File: src/rtl/rgmii_rx_clock_speed_detect.sv
// RGMII RX clock speed detector: counts rising edges of the divided RX clock
// over a fixed clk_i window and reports a debounced 10/100/1000/no-clock code.
`timescale 1ns/1ps
module rgmii_rx_clock_speed_detect #(
  parameter int WINDOW_CYCLES_P = 4096,
  parameter int THRESH_1G_P     = 154,
  parameter int THRESH_100M_P   = 26,
  parameter int THRESH_10M_P    = 2,
  parameter int CONFIRM_P       = 2
) (
  input  logic       clk_i,
  input  logic       reset_n_i,
  input  logic       rx_clk_div4_i,
  output logic [1:0] speed_o,
  output logic       speed_v_o,
  output logic       speed_change_o
);

  localparam int WIN_W   = (WINDOW_CYCLES_P > 1) ? $clog2(WINDOW_CYCLES_P) : 1;
  localparam int EDGE_W  = $clog2(WINDOW_CYCLES_P + 1);
  localparam int MATCH_W = $clog2(CONFIRM_P + 1);

  localparam logic [WIN_W-1:0]   WIN_LAST  = WIN_W'(WINDOW_CYCLES_P - 1);
  localparam logic [WIN_W-1:0]   WIN_ONE   = WIN_W'(1);
  localparam logic [EDGE_W-1:0]  EDGE_MAX  = {EDGE_W{1'b1}};
  localparam logic [EDGE_W-1:0]  EDGE_ONE  = EDGE_W'(1);
  localparam logic [EDGE_W-1:0]  TH_1G     = EDGE_W'(THRESH_1G_P);
  localparam logic [EDGE_W-1:0]  TH_100M   = EDGE_W'(THRESH_100M_P);
  localparam logic [EDGE_W-1:0]  TH_10M    = EDGE_W'(THRESH_10M_P);
  localparam logic [MATCH_W-1:0] MATCH_ONE = MATCH_W'(1);
  localparam logic [MATCH_W-1:0] CONFIRM_C = MATCH_W'(CONFIRM_P);

  localparam logic [1:0] SPD_10M  = 2'b00;
  localparam logic [1:0] SPD_100M = 2'b01;
  localparam logic [1:0] SPD_1G   = 2'b10;
  localparam logic [1:0] SPD_NONE = 2'b11;

  if (!((THRESH_1G_P > THRESH_100M_P) && (THRESH_100M_P > THRESH_10M_P) && (THRESH_10M_P >= 1)))
  begin : g_bad_thresh
    $error("rgmii_rx_clock_speed_detect: thresholds must satisfy 1G > 100M > 10M >= 1");
  end

  logic                sync1_r, sync2_r, dly_r;
  logic [WIN_W-1:0]    win_cnt_r;
  logic [EDGE_W-1:0]   edge_cnt_r;
  logic [1:0]          cand_r;
  logic [MATCH_W-1:0]  match_r;
  logic [1:0]          speed_r;
  logic                speed_v_r;
  logic                speed_change_r;

  logic                edge_s;
  logic                eow_s;
  logic [EDGE_W-1:0]   edge_total_s;
  logic [1:0]          class_s;
  logic [MATCH_W-1:0]  match_next_s;
  logic                commit_s;

  // Edge detect, window end, and edge total including the current-cycle edge.
  always_comb begin
    edge_s = sync2_r & ~dly_r;
    eow_s  = (win_cnt_r == WIN_LAST);
    if (edge_s && (edge_cnt_r != EDGE_MAX)) begin
      edge_total_s = edge_cnt_r + EDGE_ONE;
    end else begin
      edge_total_s = edge_cnt_r;
    end
  end

  // Classification, debounce match count and commit decision.
  always_comb begin
    if (edge_total_s >= TH_1G) begin
      class_s = SPD_1G;
    end else if (edge_total_s >= TH_100M) begin
      class_s = SPD_100M;
    end else if (edge_total_s >= TH_10M) begin
      class_s = SPD_10M;
    end else begin
      class_s = SPD_NONE;
    end
    if (class_s != cand_r) begin
      match_next_s = MATCH_ONE;
    end else if (match_r != CONFIRM_C) begin
      match_next_s = match_r + MATCH_ONE;
    end else begin
      match_next_s = match_r;
    end
    commit_s = eow_s && (match_next_s == CONFIRM_C) && (class_s != speed_r);
  end

  // Two-flop synchronizer plus delay flop for the asynchronous toggle.
  always_ff @(posedge clk_i or negedge reset_n_i) begin
    if (!reset_n_i) begin
      sync1_r <= 1'b0;
      sync2_r <= 1'b0;
      dly_r   <= 1'b0;
    end else begin
      sync1_r <= rx_clk_div4_i;
      sync2_r <= sync1_r;
      dly_r   <= sync2_r;
    end
  end

  // Free-running window counter and per-window edge counter.
  always_ff @(posedge clk_i or negedge reset_n_i) begin
    if (!reset_n_i) begin
      win_cnt_r  <= {WIN_W{1'b0}};
      edge_cnt_r <= {EDGE_W{1'b0}};
    end else if (eow_s) begin
      win_cnt_r  <= {WIN_W{1'b0}};
      edge_cnt_r <= {EDGE_W{1'b0}};
    end else begin
      win_cnt_r  <= win_cnt_r + WIN_ONE;
      edge_cnt_r <= edge_total_s;
    end
  end

  // Debounce state and registered outputs, updated only at window end.
  always_ff @(posedge clk_i or negedge reset_n_i) begin
    if (!reset_n_i) begin
      cand_r         <= SPD_NONE;
      match_r        <= {MATCH_W{1'b0}};
      speed_r        <= SPD_NONE;
      speed_v_r      <= 1'b0;
      speed_change_r <= 1'b0;
    end else begin
      speed_change_r <= commit_s;
      if (eow_s) begin
        cand_r  <= class_s;
        match_r <= match_next_s;
      end
      if (commit_s) begin
        speed_r   <= class_s;
        speed_v_r <= (class_s != SPD_NONE);
      end
    end
  end

  assign speed_o        = speed_r;
  assign speed_v_o      = speed_v_r;
  assign speed_change_o = speed_change_r;

endmodule

File: config.mk
export PLATFORM = sky130hd
export DESIGN_NAME = rgmii_rx_clock_speed_detect
export DESIGN_NICKNAME = d
export VERILOG_FILES = /design/src/rtl/rgmii_rx_clock_speed_detect.sv
export SDC_FILE = /design/constraint.sdc
export NUM_CORES = 1
export LEC_CHECK = 0
export ABC_AREA = 1
export BUFFER_PORTS_ARGS = -buffer_cell sky130_fd_sc_hd__buf_2
export CORE_MARGIN = 4
export CORE_UTILIZATION = 50
export CTS_CLUSTER_DIAMETER = 100
export DETAILED_ROUTE_END_ITERATION = 8
export GPL_TIMING_DRIVEN = 1
export PLACE_DENSITY = 0.63
export SYNTH_ARGS = -nofsm -noshare
export SYNTH_HDL_FRONTEND = slang
export SYNTH_SLANG_ARGS = --single-unit
File: constraint.sdc
create_clock -name clk_i -period 4.21 [get_ports clk_i]
set_input_delay 0 -clock clk_i [delete_from_list [all_inputs] [get_ports clk_i]]
set_output_delay 0 -clock clk_i [all_outputs]
set_load 0.005 [all_outputs]
; Word level (Yosys, flattened, before mapping)
; Index checks and enable logic that the tools add are counted.
[word_totals]
out_inout_bits = 4
reg_bits = 36
in_bits = 3
elab_cells = 36
[op_classes]
add_sub_neg = 3
reduce_logical = 3
order_cmp = 3
eq_ne = 7
n_mux = 8
n_bitwise = 2
[ops]
columns = operator, n
row1 = $mux W13, 2
row2 = $add A13 B1 Y13 const B, 1
row3 = $ge A13 B2 Y1 const B, 1
row4 = $ge A13 B5 Y1 const B, 1
row5 = $ge A13 B8 Y1 const B, 1
row6 = $ne A13 B13 Y1 const B, 1
row7 = $add A12 B1 Y12 const B, 1
row8 = $eq A12 B12 Y1 const B, 1
row9 = $mux W12, 1
row10 = $mux W2, 5
row11 = $ne A2 B2 Y1, 2
row12 = $ne A2 B2 Y1 const B, 2
row13 = $logic_and A1 B1 Y1, 3
row14 = $add A2 B1 Y2 const B, 1
row15 = $eq A2 B2 Y1 const B, 1
row16 = $and A1 B1 Y1, 1
row17 = $not A1 Y1, 1

; Depth between registers and ports, before layout
[logic_depth]
depth_word = 13
ltp_mapped = 23
mapped_depth_nobuf = 23

; Worst setup path after synthesis
; Ideal clock, no wire load.
[synth_timing]
path_kind = register -> register
start = register edge_cnt_r[0]
end = register speed_v_r (netlist: speed_v_o)
arrival_ns = 2.239
required_time_ns = 4.097
path_stages_with_launch = 22
n_path_buf = 1
path_slack_ns = 1.858
synth_period_minus_slack_ns = 2.352
setup_ns = 0.113
cell_sequence = dfrtp_1 -> ha_1 -> nand3_2 -> nor2_4 -> nand2_4 -> nand2_4 -> buf_12 -> nand2_2 -> nand2_2 -> nand2_2 -> nor2_2 -> nand3_2 -> nand3_4 -> nand2_1 -> nand2_1 -> inv_1 -> nand2_2 -> nand2_4 -> nor2_8 -> nand3_1 -> nand2_1 -> inv_1
[synth_via]
elab_chain_cells = 12
elab_cells_between_ends = 17
classes_between = add/sub (1) / order compare (3) / eq/ne (5) / mux (5) / reduce/logical (3)
[synth_lines]
columns = element, line_no
row1 = "start, declared", 45  ; logic [EDGE_W-1:0] edge_cnt_r;
row2 = "start signal, assigned", 108  ; edge_cnt_r <= {EDGE_W{1'b0}};
row3 = "start signal, assigned", 111  ; edge_cnt_r <= {EDGE_W{1'b0}};
row4 = "start signal, assigned", 114  ; edge_cnt_r <= edge_total_s;
row5 = "parallel branches: the longest is 2 deep, another holds $add A13 B1 Y13", -
row6 = $mux W13 *, 63  ; if (edge_s && (edge_cnt_r != EDGE_MAX)) begin
row7 = $ge A13 B2 Y1, 76  ; end else if (edge_total_s >= TH_10M) begin
row8 = $mux W2, 76
row9 = $mux W2, 74  ; end else if (edge_total_s >= TH_100M) begin
row10 = $mux W2 *, 72  ; if (edge_total_s >= TH_1G) begin
row11 = $ne A2 B2 Y1, 81  ; if (class_s != cand_r) begin
row12 = $mux W2, 81
row13 = $eq A2 B2 Y1, 88  ; commit_s = eow_s && (match_next_s == CONFIRM_C) && (class_s != speed_r);
row14 = $logic_and A1 B1 Y1, 88
row15 = $logic_and A1 B1 Y1 *, 88
row16 = via commit_s, 57  ; logic commit_s;
row17 = "end signal, assigned", 134  ; speed_v_r <= (class_s != SPD_NONE);
row18 = "end, declared", 49  ; logic speed_v_r;
; Mark *: on every way through the listed nets, which the timed path passes.
; A chain may end at the register's enable or synchronous reset.

; Final worst setup path
; Same ends and word-level chain as after synthesis.

==> metrics.md <==
| Metric | Value |
|---|---|
| Root buf cell | `clkbuf_8` |
| Distinct cells, synth | `31` |
| Mux cell area share after synthesis | `0` |
| Final cell utilization of the core | `0.567` |
| I/O pin count | `7` |
| TritonCTS clock tree | `done` |
| CTS Sinks | `36` |
| Post-synth EDFFs | `0` |
| Vias/cell | `4.88` |
| Grt ovf | `0` |
| Antenna viol nets, final | `0` |
| Power Density | `369 nW/um2` |
| First-pass GRT wire length | `7690 um` |
| Synth area leaders | `dfrtp_1, nand2_1, inv_1` |
| Slowest cell on crit path | `dfrtp_1` |
| Post-synthesis xor/xnor area fraction | `0.0229` |
| CP Capture Type | `flop` |
| Most common flop cell mapped by yosys | `dfrtp_1` |
| DIE WIDTH | `75.8 um` |
| Cells after Synth | `315` |
| Initial DRC Count | `87` |
| Min Tclk post-route | `2.72 ns` |
| DR WL/cell | `11.4 um` |
| Cts bufs inserted | `5` |
| CP max stage delay | `0.46 ns` |
| Crit path DAT | `2.91 ns` |
| Antenna diodes | `0` |
| Hold WS | `0.321 ns` |
| Fin nets | `334` |
| Initial Util | `0.520` |
| Main combinational cell family by area after synthesis | `simple AND/OR/NAND/NOR gates` |
| Design area | `2500 um2` |
| Number of fill cells | `433` |
| Avg Cell Area, Syn | `7.29 um2` |
| GRT Overall Usage | `0.176` |
| Initial antenna violation count | `0` |
| Peak VDD IR | `0.308 mV` |
| Compound-cell area share of the yosys netlist | `0.0387` |
| Highest clock rate | `368 MHz` |
| RSZ-0062 raised after global routing | `false` |
| Rows | `24` |
| Pre-antenna DRT Iters | `4` |
| Min-delay worst type | `in2async` |
| Adder-Cell Fraction of Synth Area | `0.0163` |
| Pleak | `0.00136 uW` |
| Vias | `1860` |
| Most common cell after layout, fill and taps aside | `nand2_1` |
| Period utilisation layout | `0.646` |
| Area leader, netlist | `dfrtp_1` |
| Skew final | `0.00602 ns` |
| Total Power | `924 uW` |
| Syn nets | `321` |
| Final slew viol count | `0` |
| DRT Wirelength | `4330 um` |
| Number of buffers on the longest clock path | `2` |
| Setup Buffers After CTS | `0` |
| Setup violators final | `0` |
| Final GP Congestion | `0.936` |
| Vert. Die Dim | `75.8 um` |
| Seq/Total Area, Yosys | `0.394` |
| Vias in the first global route | `1799` |
| Total Die Area | `5740 um2` |
| P&R area growth vs syn | `8.99%` |
| Cell Area, Placed | `2370 um2` |
| Synth top area share | `0.349` |
| Status | `finished clean` |
| Clk Latency, worst-skew pair | `0.29 ns` |
| Total of max-cap violations | `0` |
| Yosys warnings | `0` |
| Critical-path cell list | `ha_1, nand3_2, nor2_4, nand2_4, nand2_4, nand2_1, nand2_1, nand2_1, inv_1, nand2_1, nand2_1, nand2_4, nand3_2, nand2_1, nand2_2, nand3_4, nor2_8, nand3_1, nand2_1, inv_1` |
| Drt drc | `0` |
| # H-tree levels | `2` |
| R2R depth | `20` |
| Crit Path Max Fanout | `14` |
| Crit path kind | `reg2reg` |
| Dpl hpwl | `3310 um` |
| Post-Synth Simple-Gate Area | `0.426` |
| Layout cell share with drive strength beyond 1 | `0.170` |
| Crit path launch type | `flop` |
| CTS clk-pin slew, worst paths | `0.07 ns` |
| Commonest cells after routing, fill and taps aside | `nand2_1, inv_1, nor2_1` |
| Synth async-reset ratio | `1.00` |
| Worst-margin pin slew | `0.779 ns` |
| CORE AREA | `4410 um2` |
| Register bit count reported by yosys | `36` |
| Largest net degree at the start of global routing | `37` |
| Mapped Area | `2300 um2` |
| Req. time, crit path | `4.40 ns` |
| Final number of hold-violating endpoints | `0` |
| Most common cell on crit path | `nand2_1` |
| Setup TNS | `0 ns` |
| Relative slew slack | `0.481` |
| I/O Buffers | `6` |
| CTS resizes | `0` |
[critical path, delay by kind of cell, from the launching register on]
family,cells,cell delay (ns)
fa+ha+maj,1,0.30
buf+inv,2,0.09
flops,1,0.46
simple gates,17,1.76
[synthesized netlist by cell type, types with 2 or more instances]
library cell,count
a21oi_1,2
a31oi_1,2
clkbuf_1,2
dfrtp_1,32
dfstp_2,4
ha_1,3
inv_1,51
inv_2,4
nand2_1,96
nand2_2,9
nand2_4,4
nand3_1,17
nand3_2,4
nand3_4,2
nand3b_1,2
nand4_1,11
nor2_1,35
nor2_2,6
nor2_4,2
nor2_8,2
o21ai_0,10
or2_2,2
xor2_1,5
[routing by layer]
| layer | share of wire | global-route usage |
|---|---|---|
| met5 | 0 | 0 |
| met4 | 0.020 | 0.0699 |
| met3 | 0.021 | 0.0330 |
| met2 | 0.48 | 0.299 |
| met1 | 0.48 | 0.220 |
[path summary, 6_finish.rpt]
kind	from	to	slack, ns
min in group clk_i	sync1_r$_DFF_PN0_	sync2_r$_DFF_PN0_	0.35
max in group asynchronous	reset_n_i	edge_cnt_r[11]$_DFF_PN0_	3.39
worst min register to register	sync1_r$_DFF_PN0_	sync2_r$_DFF_PN0_	0.35
worst min-delay path	reset_n_i	win_cnt_r[4]$_DFF_PN0_	0.32
worst max register to register	edge_cnt_r[0]$_DFF_PN0_	speed_v_o$_DFFE_PN0P_	1.49
worst max-delay path	edge_cnt_r[0]$_DFF_PN0_	speed_v_o$_DFFE_PN0P_	1.49
[metrics by stage]
step	instances	setup slack, ns
after floorplan	315	1.86
after global placement	371	1.54
after detailed placement	371	1.49
after CTS	381	1.47
after global routing	381	1.19
final	381	1.49
[state kept, by name, summed over array words and instances (netlist names)]
register,count
sync1_r,1
cand_r,2
sync2_r,1
match_r,2
edge_cnt_r,13
speed_o,2
speed_v_o,1
speed_change_o,1
dly_r,1
win_cnt_r,12
[power breakdown]
| group | switching (uW) | leakage (uW) | internal, uW |
|---|---|---|---|
| logic | 143 | 0.000852 | 72.6 |
| registers | 39.0 | 0.000452 | 370 |
| clock network | 125 | 0.0000541 | 175 |
| total | 307 | 0.00136 | 617 |
[cell families after synthesis]
family | count (synthesis)
flip-flops | 36
AND/OR/NAND/NOR | 196
adder cells (fa/ha/maj) | 3
XOR/XNOR | 6
AO/OA/AOI/OAI | 16
buffers and inverters | 58
[area by class of cell]
cell class	count	area [um2]	share of cell area
multi-input cells	221	1160	0.462
flip-flops and latches	36	906	0.362
inverters	55	206	0.0825
clock buffers	5	68.8	0.0275
well taps	52	65.1	0.0260
repair buffers	9	57.6	0.0230
clock inverters	3	42.5	0.0170
[repair_timing]
action | in CTS | in global routing
endpoints found under the hold margin | 33 | 0
hold buffers | 2 | 0
setup endpoints to repair | 0 | 0
No activity file was read; power rests on OpenSTA's default activity.
